===== src/rtl/arbitro_rr_param_if.sv =====
// Bundle of the input-FIFO, output-FIFO and status signals around the arbiter.
// master is the arbiter side; slave is the FIFO/environment side.
interface arbitro_rr_param_if #(
  parameter int NUM_PORTS = 4,
  parameter int WORD_SIZE = 10,
  parameter int CNT_WIDTH = 8
);
  logic                           enable;
  logic [NUM_PORTS-1:0]           empty;
  logic [NUM_PORTS*WORD_SIZE-1:0] data_in;
  logic [NUM_PORTS-1:0]           almostfull;
  logic [NUM_PORTS-1:0]           pop;
  logic [NUM_PORTS-1:0]           push;
  logic [WORD_SIZE-1:0]           data_out;
  logic [CNT_WIDTH-1:0]           words_sent;
  logic                           idle;

  modport master (
    input  enable, empty, data_in, almostfull,
    output pop, push, data_out, words_sent, idle
  );

  modport slave (
    output enable, empty, data_in, almostfull,
    input  pop, push, data_out, words_sent, idle
  );
endinterface


===== src/rtl/arbitro_rr_param.sv =====
// NUM_PORTS-way FIFO arbiter/router: pops one input word per cycle and pushes it
// to the output FIFO named by its top DEST_BITS, honouring almost-full backpressure.
module arbitro_rr_param #(
  parameter int NUM_PORTS = 4,
  parameter int WORD_SIZE = 10,
  parameter int DEST_BITS = 2,
  parameter int ARB_MODE  = 1,
  parameter int CNT_WIDTH = 8
) (
  input  logic                clk,
  input  logic                reset,
  arbitro_rr_param_if.master  bus
);
  logic [WORD_SIZE-1:0] word [NUM_PORTS];
  logic [DEST_BITS-1:0] dest [NUM_PORTS];
  logic [NUM_PORTS-1:0] eligible;

  logic                 grant_valid;
  logic [DEST_BITS-1:0] grant_idx;
  logic [DEST_BITS-1:0] cand;

  logic [NUM_PORTS-1:0] push_reg;
  logic [WORD_SIZE-1:0] data_out_reg;
  logic [CNT_WIDTH-1:0] words_sent_reg;
  logic                 idle_reg;
  logic [DEST_BITS-1:0] ptr_reg;

  // Almost-full margin of at least one word covers the push already in flight.
  for (genvar gi = 0; gi < NUM_PORTS; gi++) begin : g_port
    assign word[gi]     = bus.data_in[gi*WORD_SIZE +: WORD_SIZE];
    assign dest[gi]     = word[gi][WORD_SIZE-1 -: DEST_BITS];
    assign eligible[gi] = bus.enable & ~reset & ~bus.empty[gi] & ~bus.almostfull[dest[gi]];
  end

  // Search order starts at ptr in round-robin mode, at port 0 in fixed priority.
  always_comb begin
    grant_valid = 1'b0;
    grant_idx   = '0;
    cand        = '0;
    for (int k = 0; k < NUM_PORTS; k++) begin
      cand = (ARB_MODE == 1) ? ptr_reg + DEST_BITS'(k) : DEST_BITS'(k);
      if (!grant_valid && eligible[cand]) begin
        grant_valid = 1'b1;
        grant_idx   = cand;
      end
    end
  end

  assign bus.pop = grant_valid ? (NUM_PORTS'(1) << grant_idx) : '0;

  always_ff @(posedge clk or posedge reset) begin
    if (reset) begin
      push_reg       <= '0;
      data_out_reg   <= '0;
      words_sent_reg <= '0;
      idle_reg       <= 1'b1;
      ptr_reg        <= '0;
    end else if (grant_valid) begin
      push_reg       <= NUM_PORTS'(1) << dest[grant_idx];
      data_out_reg   <= word[grant_idx];
      words_sent_reg <= words_sent_reg + 1'b1;
      idle_reg       <= 1'b0;
      if (ARB_MODE == 1)
        ptr_reg <= grant_idx + 1'b1;
    end else begin
      push_reg <= '0;
      idle_reg <= 1'b1;
    end
  end

  assign bus.push       = push_reg;
  assign bus.data_out   = data_out_reg;
  assign bus.words_sent = words_sent_reg;
  assign bus.idle       = idle_reg;
endmodule


===== src/flat_wrapper.sv =====
// flat-port wrapper written by rule: the top's interface ports become plain ports
module arbitro_rr_param_flat 
#(
  parameter int NUM_PORTS = 4,
  parameter int WORD_SIZE = 10,
  parameter int DEST_BITS = 2,
  parameter int ARB_MODE  = 1,
  parameter int CNT_WIDTH = 8
)
  (clk, reset, bus_enable, bus_empty, bus_data_in, bus_almostfull, bus_pop, bus_push, bus_data_out, bus_words_sent, bus_idle);
  arbitro_rr_param_if #(.NUM_PORTS(NUM_PORTS), .WORD_SIZE(WORD_SIZE), .CNT_WIDTH(CNT_WIDTH)) bus_i ();
  input  logic clk;
  input  logic reset;
  input wire logic [$bits(bus_i.enable)-1:0] bus_enable;
  input wire logic [$bits(bus_i.empty)-1:0] bus_empty;
  input wire logic [$bits(bus_i.data_in)-1:0] bus_data_in;
  input wire logic [$bits(bus_i.almostfull)-1:0] bus_almostfull;
  output wire logic [$bits(bus_i.pop)-1:0] bus_pop;
  output wire logic [$bits(bus_i.push)-1:0] bus_push;
  output wire logic [$bits(bus_i.data_out)-1:0] bus_data_out;
  output wire logic [$bits(bus_i.words_sent)-1:0] bus_words_sent;
  output wire logic [$bits(bus_i.idle)-1:0] bus_idle;
  assign bus_i.enable = bus_enable;
  assign bus_i.empty = bus_empty;
  assign bus_i.data_in = bus_data_in;
  assign bus_i.almostfull = bus_almostfull;
  assign bus_pop = bus_i.pop;
  assign bus_push = bus_i.push;
  assign bus_data_out = bus_i.data_out;
  assign bus_words_sent = bus_i.words_sent;
  assign bus_idle = bus_i.idle;
  arbitro_rr_param #(.NUM_PORTS(NUM_PORTS), .WORD_SIZE(WORD_SIZE), .DEST_BITS(DEST_BITS), .ARB_MODE(ARB_MODE), .CNT_WIDTH(CNT_WIDTH)) u_core (.clk(clk), .reset(reset), .bus(bus_i));
endmodule

===== config.mk =====
export PLATFORM = sky130hd
export DESIGN_NAME = arbitro_rr_param_flat
export DESIGN_NICKNAME = d
export VERILOG_FILES = /design/src/rtl/arbitro_rr_param_if.sv /design/src/rtl/arbitro_rr_param.sv /design/src/flat_wrapper.sv
export SDC_FILE = /design/constraint.sdc
export NUM_CORES = 1
export LEC_CHECK = 0
export BUFFER_PORTS_ARGS = -buffer_cell sky130_fd_sc_hd__buf_2
export CAP_MARGIN = 20
export CORE_MARGIN = 3
export CORE_UTILIZATION = 47
export DETAILED_ROUTE_END_ITERATION = 8
export HOLD_SLACK_MARGIN = 0.06
export PLACE_DENSITY = 0.8
export REMOVE_ABC_BUFFERS = 1
export SKIP_LAST_GASP = 1
export SLEW_MARGIN = 30
export SYNTH_ARGS = -nofsm -noshare
export SYNTH_HDL_FRONTEND = slang
export SYNTH_SLANG_ARGS = --single-unit

===== constraint.sdc =====
create_clock -name clk -period 4.1 [get_ports clk]
set_input_delay 0.82 -clock clk [delete_from_list [all_inputs] [get_ports clk]]
set_output_delay 0.82 -clock clk [all_outputs]
set_load 0.01 [all_outputs]

==> flow_metrics.env, run 1 <==
export IMPL_root_buffer="clkbuf_8"
export IMPL_num_rows=21
export IMPL_finalClockSkew_ns=0.001166
export IMPL_maxCapViolCount=0
export IMPL_slowest_delay_ns=0.49
export IMPL_r2r_slack_ns=1.75
export IMPL_async_flop_share=1.000
export IMPL_clk_pin_slew_worst_paths_ns=0.08
export IMPL_cts_resized=0
export IMPL_viasPerCell=5.491
export IMPL_worstSetupEndpointType="primary output"
export IMPL_wl_um=4002
export IMPL_wl_per_cell_um=14.04
export IMPL_track_usage=0.1853
export IMPL_crit_fanout=8
export IMPL_final_nets=296
export IMPL_synthToLayoutAreaGrowth_pct=27.87
export IMPL_clk_insertion_delay_late_ns=0.27
export IMPL_synth_warning_count=0
export IMPL_largest_register_ffs=10
export IMPL_cts_setup_buffers=0
export IMPL_die_area_um2=4420
export IMPL_peakVddDrop_mv=0.1867
export IMPL_fin_crit_sh=0.9214
export IMPL_synth_enable_flop_cells=0
export IMPL_utilization=0.6387
export IMPL_drtPass1Iterations=4
export IMPL_required_ns=3.28
export IMPL_antenna_found_initial=0
export IMPL_synth_cell_type_count=46
export IMPL_vias=1565
export IMPL_crit_buf_inv=3
export IMPL_cts_hold_fix_buffers=0
export IMPL_grt_pass1_wl_um=6444
export IMPL_setup_viol=0
export IMPL_fmax_ghz=0.2647
export IMPL_route_detailed_drc=0
export IMPL_p_leak_nw=1.040
export IMPL_multiInputGateArea_um2=1008
export IMPL_cts_max_level=1
export IMPL_arrival_ns=2.96
export IMPL_grt_overflow_total=0
export IMPL_die_h_um=66.48
export IMPL_slew_headroom=0.6189
export IMPL_slew_violations=0
export IMPL_clk_path_buf_depth=2
export IMPL_synth_seq_cells=25
export IMPL_drive_gt1_frac=0.4728
export IMPL_critical_path_top_delay_family="simple AND/OR/NAND/NOR gates"
export IMPL_min_period_ns=3.778
export IMPL_crit_chain="buf_2 > mux4_2 > or3_1 > o221ai_1 > nor3_2 > inv_1 > ha_1 > and2_1 > buf_2"
export IMPL_critPathKind="in -> out"
export IMPL_numPortBuffers=77
export IMPL_core_um2=3442
export IMPL_dpl_instance_area_um2=2150
export IMPL_worstMarginPinSlew_ns=0.5673
export IMPL_rsz0062_at_grt="false"
export IMPL_cts_buffers=3
export IMPL_cts_tree="yes"
export IMPL_grt_max_degree=26
export IMPL_cp_common_cell="buf_2"
export IMPL_yosys_area_top_type="dfrtp_1"
export IMPL_hold_slack_ns=0.4853
export IMPL_syn_area_um2=1719
export IMPL_status="finished clean"
export IMPL_layout_common_cells="buf_2 (77), dfrtp_1 (24), mux2i_1 (16)"
export IMPL_fin_area_um2=2198
export IMPL_seqCellArea_um2=626.9
export IMPL_n_antenna_cell=0
export IMPL_hold_path_class="reg -> reg"
export IMPL_initial_core_util=0.4995
export IMPL_finalHoldViolCount=0
export IMPL_crit_slowest_cell="mux4_2"
export IMPL_gp_congestion=0.8521
export IMPL_drt_iter0_drc=93
export IMPL_powerDensity_nw_per_um2=377.4
export IMPL_grt_pass1_vias=1555
export IMPL_ys_flop_type="dfrtp_1"
export IMPL_avgSynthCellArea_um2=10.88
export IMPL_start_kind="primary input"
export IMPL_mostFrequentLayoutCell="buf_2"
export IMPL_num_io_pins=78
export IMPL_dieWidth_um=66.48
export IMPL_clock_sinks=25
export IMPL_synth_area_leaders="dfrtp_1 (35%), mux2i_1 (9.3%), a221oi_2 (7.9%)"
export IMPL_power_total_mw=0.8296
export IMPL_antenna_left=0
export IMPL_synth_top_cell_area_share=0.3493
export IMPL_hpwl_um=3296
export IMPL_synthCells=158
export IMPL_ys_seq_area_frac=0.3646
export IMPL_n_fill_cell=294
-- stage by stage --
step | worst slack (ns) | cells | TNS, ns
floorplan | -0.3903 | 151 | -1.310
global placement | 0.4284 | 281 | 0
detailed placement | 0.3324 | 281 | 0
CTS | 0.3304 | 285 | 0
global route | 0.1816 | 285 | 0
finish | 0.3221 | 285 | 0
-- synth_stat cells, drive strengths merged, types with 4 or more instances --
master,n
dfrtp,24
buf,5
mux4,4
and3,4
nand4,5
nor3,8
mux2i,16
or3,4
xnor2,6
inv,5
a221oi,9
nor2,14
nand2,9
ha,5
and2,4
-- metal layers --
layer | global-route usage | wire (um) | up-vias
li1 | - | - | 766
met1 | 0.2095 | 1601 | 741
met2 | 0.3383 | 2115 | 56
met3 | 0.02698 | 254 | 2
met4 | 0.08629 | 31 | 0
met5 | 0 | 0 | -
-- where the power goes --
group | switching, mW | internal, mW | leakage, nW
sequential | 0.0610 | 0.312 | 0.310
clock | 0.0772 | 0.0688 | 0.0217
combinational | 0.160 | 0.150 | 0.709
-- final timing paths --
kind                       depth (start not counted)                  endpoint                     start
setup / recovery                                   9                bus_pop[0]           bus_data_in[28]
hold / removal                                     1  u_core.bus.words_sent[7]  u_core.bus.words_sent[7]
setup reg to reg                                   7    u_core.bus.data_out[7]         u_core.ptr_reg[1]
hold reg to reg                                    1  u_core.bus.words_sent[7]  u_core.bus.words_sent[7]
max in group asynchronous                          2           u_core.bus.idle                     reset
min in group asynchronous                          2         u_core.ptr_reg[1]                     reset
-- layout make-up --
type / count / area share
Clock buffer: 3 / 0.01878
Clock inverter: 1 / 0.003415
Inverter: 5 / 0.008537
Multi-Input combinational cell: 121 / 0.4587
Sequential cell: 25 / 0.2851
Tap cell: 46 / 0.02618
Timing Repair Buffer: 84 / 0.1992
-- kinds of logic after synthesis --
group	Yosys count	share of synthesized area
simple gates	62	0.2060
compound gates	27	0.1601
flops	25	0.3646
mux	20	0.1456
buf+inv	12	0.05167
xor+xnor	7	0.03566
fa+ha+maj	5	0.03639
(Power assumes the default switching activity.)
==> run 2: changes to the inputs <==
- CORE_ASPECT_RATIO: not set -> 1.1
==> run 2 against run 1 <==
Net effect: total power fell by 4.8%; largest cell class unchanged; critical path type unchanged; clock skew barely moved; die area barely moved; non-clock buffer count rose by 1; first-iteration DRC count fell by 37%; core utilization rose by 0.21 points; critical path depth did not move; final cell count rose by 1.1%; critical endpoint unchanged; register-to-register slack improved by 0.12 ns.
==> flow_metrics.env, run 2 (synthesized netlist as in run 1, its figures left out) <==
export IMPL_finalClockSkew_ns=0.001556
export IMPL_clock_sinks=25
export IMPL_final_nets=297
export IMPL_cts_resized=0
export IMPL_crit_slowest_cell="mux4_2"
export IMPL_grt_max_degree=26
export IMPL_crit_buf_inv=3
export IMPL_worstSetupPathDepth=9
export IMPL_r2r_start="u_core.ptr_reg[1]"
export IMPL_gp_congestion=0.9043
export IMPL_setup_viol=0
export IMPL_die_area_um2=4420
export IMPL_grt_pass1_wl_um=7217
export IMPL_viasPerCell=5.601
export IMPL_worstSetupEndpointType="primary output"
export IMPL_hold_slack_ns=0.4777
export IMPL_fin_crit_sh=0.9373
export IMPL_min_period_ns=3.843
export IMPL_status="finished clean"
export IMPL_fin_area_um2=2187
export IMPL_power_total_mw=0.7898
export IMPL_fmax_ghz=0.2602
export IMPL_slew_violations=0
export IMPL_hold_path_class="reg -> reg"
export IMPL_die_h_um=69.43
export IMPL_clk_pin_slew_worst_paths_ns=0.13
export IMPL_required_ns=3.28
export IMPL_num_rows=22
export IMPL_crit_chain="buf_2 > mux4_2 > nor3_1 > o221ai_1 > nor3_2 > inv_1 > ha_1 > and2_1 > buf_2"
export IMPL_crit_path_end="bus_pop[0]"
export IMPL_drive_gt1_frac=0.4750
export IMPL_p_leak_nw=1.041
export IMPL_rsz0062_at_grt="false"
export IMPL_root_buffer="clkbuf_4"
export IMPL_r2r_end="u_core.bus.data_out[6]"
export IMPL_layout_common_cells="buf_2 (77), dfrtp_1 (24), mux2i_1 (16)"
export IMPL_cts_max_level=1
export IMPL_worstMarginPinSlew_ns=0.5845
export IMPL_slowest_delay_ns=0.52
export IMPL_cp_common_cell="buf_2"
export IMPL_numPortBuffers=77
export IMPL_n_antenna_cell=0
export IMPL_drt_iter0_drc=59
export IMPL_clk_insertion_delay_late_ns=0.31
export IMPL_largest_register_ffs=10
export IMPL_initial_core_util=0.5037
export IMPL_antenna_left=0
export IMPL_dpl_instance_area_um2=2160
export IMPL_crit_fanout=6
export IMPL_drtPass1Iterations=4
export IMPL_track_usage=0.1967
export IMPL_cts_setup_buffers=0
export IMPL_preCtsSetupSlack_ns=0.2538
export IMPL_clk_path_buf_depth=2
export IMPL_grt_overflow_total=0
export IMPL_powerDensity_nw_per_um2=361.1
export IMPL_start_kind="primary input"
export IMPL_core_um2=3413
export IMPL_wl_um=4119
export IMPL_critical_path_top_delay_family="simple AND/OR/NAND/NOR gates"
export IMPL_maxCapViolCount=0
export IMPL_slew_headroom=0.6073
export IMPL_cts_buffers=3
export IMPL_startpoint="bus_data_in[38]"
export IMPL_mostFrequentLayoutCell="buf_2"
export IMPL_hpwl_um=3469
export IMPL_arrival_ns=3.02
export IMPL_antenna_found_initial=0
export IMPL_cts_hold_fix_buffers=0
export IMPL_synthToLayoutAreaGrowth_pct=27.22
export IMPL_finalHoldViolCount=0
export IMPL_vias=1613
export IMPL_critPathKind="in -> out"
export IMPL_cts_tree="yes"
export IMPL_fin_ws_ns=0.2571
export IMPL_n_fill_cell=299
export IMPL_r2r_slack_ns=1.87
export IMPL_dieWidth_um=63.67
export IMPL_peakVddDrop_mv=0.1758
export IMPL_wl_per_cell_um=14.30
export IMPL_route_detailed_drc=0
export IMPL_num_io_pins=78
export IMPL_r2r_cells=6
export IMPL_grt_pass1_vias=1627
==> run 2: cell types whose count changed in the layout (fill, tap and decap cells not counted) <==
cell        previous run  this run
clkbuf_4               0         3
clkbuf_8               3         0
buf_4                  7         8
clkinv_2               0         1
clkinvlp_4             1         0
==> run 2: where the power goes <==
part / total [mW] / internal (mW) / switching, mW
Combinational: 0.315 / 0.152 / 0.163
Sequential: 0.368 / 0.312 / 0.0561
Clock: 0.108 / 0.0365 / 0.0710
==> run 2: metal layers <==
metal  up-vias  wire (um)  track usage  share of wire
li1        767          -            -              -
met1       753       1679       0.2358           0.41
met2        84       1998       0.3445           0.49
met3         9        360      0.04052          0.087
met4         0         80      0.06954          0.019
met5         -          0            0              0
==> run 2: through the flow <==
stage               utilization  instances  setup TNS, ns
finish                   0.6408        288              0
global route             0.6408        288              0
CTS                      0.6408        288              0
detailed placement       0.6327        284              0
global placement         0.6327        284              0
floorplan                     -        151         -1.310
==> run 2: layout make-up <==
type                       count  area (um^2)  share of cell area
clock inverter                 1        5.005            0.002288
tap                           48        60.06             0.02746
multi-input combinational    121         1008              0.4611
timing repair buffer          85        445.4              0.2037
clock buffer                   3        22.52             0.01030
sequential                    25        626.9              0.2866
inverter                       5        18.77            0.008581
==> run 2: how the worst min path moves through the flow <==
stage,start,endpoint,slack [ns],cells after the start
6_report,u_core.bus.words_sent[7],u_core.bus.words_sent[7],0.48,1
5_1_grt,u_core.bus.words_sent[7],u_core.bus.words_sent[7],0.49,1
4_1_cts,u_core.bus.words_sent[7],u_core.bus.words_sent[7],0.48,1
3_5_place_dp,u_core.bus.words_sent[7],u_core.bus.words_sent[7],0.46,1
3_3_place_gp,u_core.bus.words_sent[7],u_core.bus.words_sent[7],0.46,1
2_1_floorplan,u_core.bus.words_sent[7],u_core.bus.words_sent[7],0.51,1
==> run 3: changes to the inputs <==
- CORE_UTILIZATION: 47 -> 42
- PLACE_DENSITY: 0.8 -> 0.76
- clock period: 4.1 -> 3.2 ns (I/O delays scaled with it)
==> run 3 against run 2 <==
Net effect: total power is 40% higher; non-clock buffer count is 19 higher; sequential share of layout area is 3.8 points lower; critical path depth stayed put; the flow now finishes with violations (setup timing); count of clock-buffer cells in the layout is 1 higher; largest cell class unchanged; register-to-register slack worse by 1.1 ns; first-iteration DRC count is 19% lower; highest routed layer unchanged; worst setup slack worse by 0.31 ns.
==> flow_metrics.env, run 3 (synthesized netlist as in run 1, its figures left out) <==
export IMPL_track_usage=0.1936
export IMPL_power_total_mw=1.104
export IMPL_start_kind="primary input"
export IMPL_root_buffer="clkbuf_8"
export IMPL_viasPerCell=5.443
export IMPL_fin_ws_ns=-0.05441
export IMPL_drive_gt1_frac=0.5598
export IMPL_critPathKind="in -> out"
export IMPL_rsz0062_at_grt="true"
export IMPL_crit_chain="buf_6 > mux4_2 > or3_4 > a221oi_4 > and3_4 > buf_6 > ha_4 > and2_1 > buf_2"
export IMPL_initial_core_util=0.4526
export IMPL_multiInputGateArea_um2=1132
export IMPL_p_leak_nw=1.160
export IMPL_cts_tree="yes"
export IMPL_grt_pass1_wl_um=7458
export IMPL_largest_register_ffs=10
export IMPL_setup_tns_ns=-0.1843
export IMPL_fmax_ghz=0.3073
export IMPL_n_antenna_cell=0
export IMPL_violations="setup timing"
export IMPL_clk_pin_slew_worst_paths_ns=0.08
export IMPL_grt_max_degree=26
export IMPL_powerDensity_nw_per_um2=438.1
export IMPL_antenna_left=0
export IMPL_dpl_instance_area_um2=2237
export IMPL_slew_violations=0
export IMPL_status="finished, violations left"
export IMPL_setup_viol=4
export IMPL_dieWidth_um=67
export IMPL_grt_overflow_total=0
export IMPL_hpwl_um=3386
export IMPL_min_period_ns=3.254
export IMPL_core_um2=3799
export IMPL_route_detailed_drc=0
export IMPL_die_area_um2=4898
export IMPL_critical_path_top_delay_family="simple AND/OR/NAND/NOR gates"
export IMPL_vias=1682
export IMPL_num_io_pins=78
export IMPL_peakVddDrop_mv=0.2150
export IMPL_die_h_um=73.10
export IMPL_cp_common_cell="buf_6"
export IMPL_crit_slowest_cell="mux4_2"
export IMPL_wl_per_cell_um=14.90
export IMPL_slowest_delay_ns=0.49
export IMPL_hold_slack_ns=0.4184
export IMPL_grt_pass1_vias=1774
export IMPL_finalClockSkew_ns=0.005888
export IMPL_wl_um=4603
export IMPL_mostFrequentLayoutCell="buf_2"
export IMPL_synthToLayoutAreaGrowth_pct=46.58
export IMPL_n_fill_cell=320
export IMPL_seqCellArea_um2=626.9
export IMPL_hold_path_class="in -> async"
export IMPL_wl_met3_um=415
export IMPL_final_nets=316
export IMPL_fin_crit_sh=1.017
export IMPL_required_ns=2.56
export IMPL_worstSetupEndpointType="primary output"
export IMPL_finalHoldViolCount=0
export IMPL_cts_buffers=3
export IMPL_num_rows=23
export IMPL_numPortBuffers=77
export IMPL_clk_path_buf_depth=2
export IMPL_layout_common_cells="buf_2 (72), dfrtp_1 (24), buf_4 (23)"
export IMPL_maxCapViolCount=0
export IMPL_fin_area_um2=2520
export IMPL_crit_fanout=3
export IMPL_clk_insertion_delay_late_ns=0.26
export IMPL_gp_congestion=0.8867
export IMPL_drtPass1Iterations=4
export IMPL_slew_headroom=0.6606
export IMPL_drt_iter0_drc=48
export IMPL_antenna_found_initial=0
export IMPL_dr_wl_met2_um=2406
export IMPL_arrival_ns=2.61
export IMPL_worstMarginPinSlew_ns=0.5083
export IMPL_top_layer="met4"
export IMPL_clock_sinks=25
export IMPL_cts_max_level=1
export IMPL_wl_met1_um=1719
export IMPL_crit_buf_inv=3
[run 3: cell type report]
cell class                 instances  area share
clock buffer                       4     0.01787
inverter                           5    0.007448
multi-input combinational        121      0.4494
sequential                        25      0.2488
tap                               50     0.02483
timing repair buffer             104      0.2517
[run 3: metal layers]
metal,up-vias,track usage
met5,-,0
met4,0,0.07658
met3,8,0.03390
met2,72,0.3766
met1,798,0.1984
li1,804,-
[run 3: through the flow]
step	std cells	setup WS, ns	utilization
global route	309	-0.1328	0.6634
global placement	296	-0.04889	0.5889
floorplan	151	-0.9303	-
detailed placement	296	-0.1188	0.5889
CTS	307	-0.01321	0.6565
finish	309	-0.05441	0.6634
[run 3: path summary, 6_finish.rpt]
| path | slack (ns) | cells past startpoint | endpoint | start |
|---|---|---|---|---|
| worst max-delay path | -0.05 | 9 | bus_pop[2] | bus_almostfull[3] |
| worst min-delay path | 0.42 | 2 | u_core.bus.push[0] | reset |
| worst max register to register | 0.80 | 9 | u_core.bus.data_out[7] | u_core.ptr_reg[1] |
| worst min register to register | 0.49 | 1 | u_core.bus.words_sent[7] | u_core.bus.words_sent[7] |
| max in group asynchronous | 2.42 | 2 | u_core.bus.idle | reset |
| min in group clk | 0.49 | 1 | u_core.bus.words_sent[7] | u_core.bus.words_sent[7] |
[run 3: power breakdown]
group	switching (mW)	internal [mW]	leakage [nW]
combinational	0.227	0.222	0.828
clock	0.0876	0.0887	0.0228
sequential	0.0787	0.400	0.310
[run 3: repair_timing]
item	in CTS	in global routing
endpoints found under the setup margin	4	4
buffers inserted	7	2
endpoints found under the hold margin	0	0
pin swaps	8	6
hold buffers	0	0
resized for setup	30	1
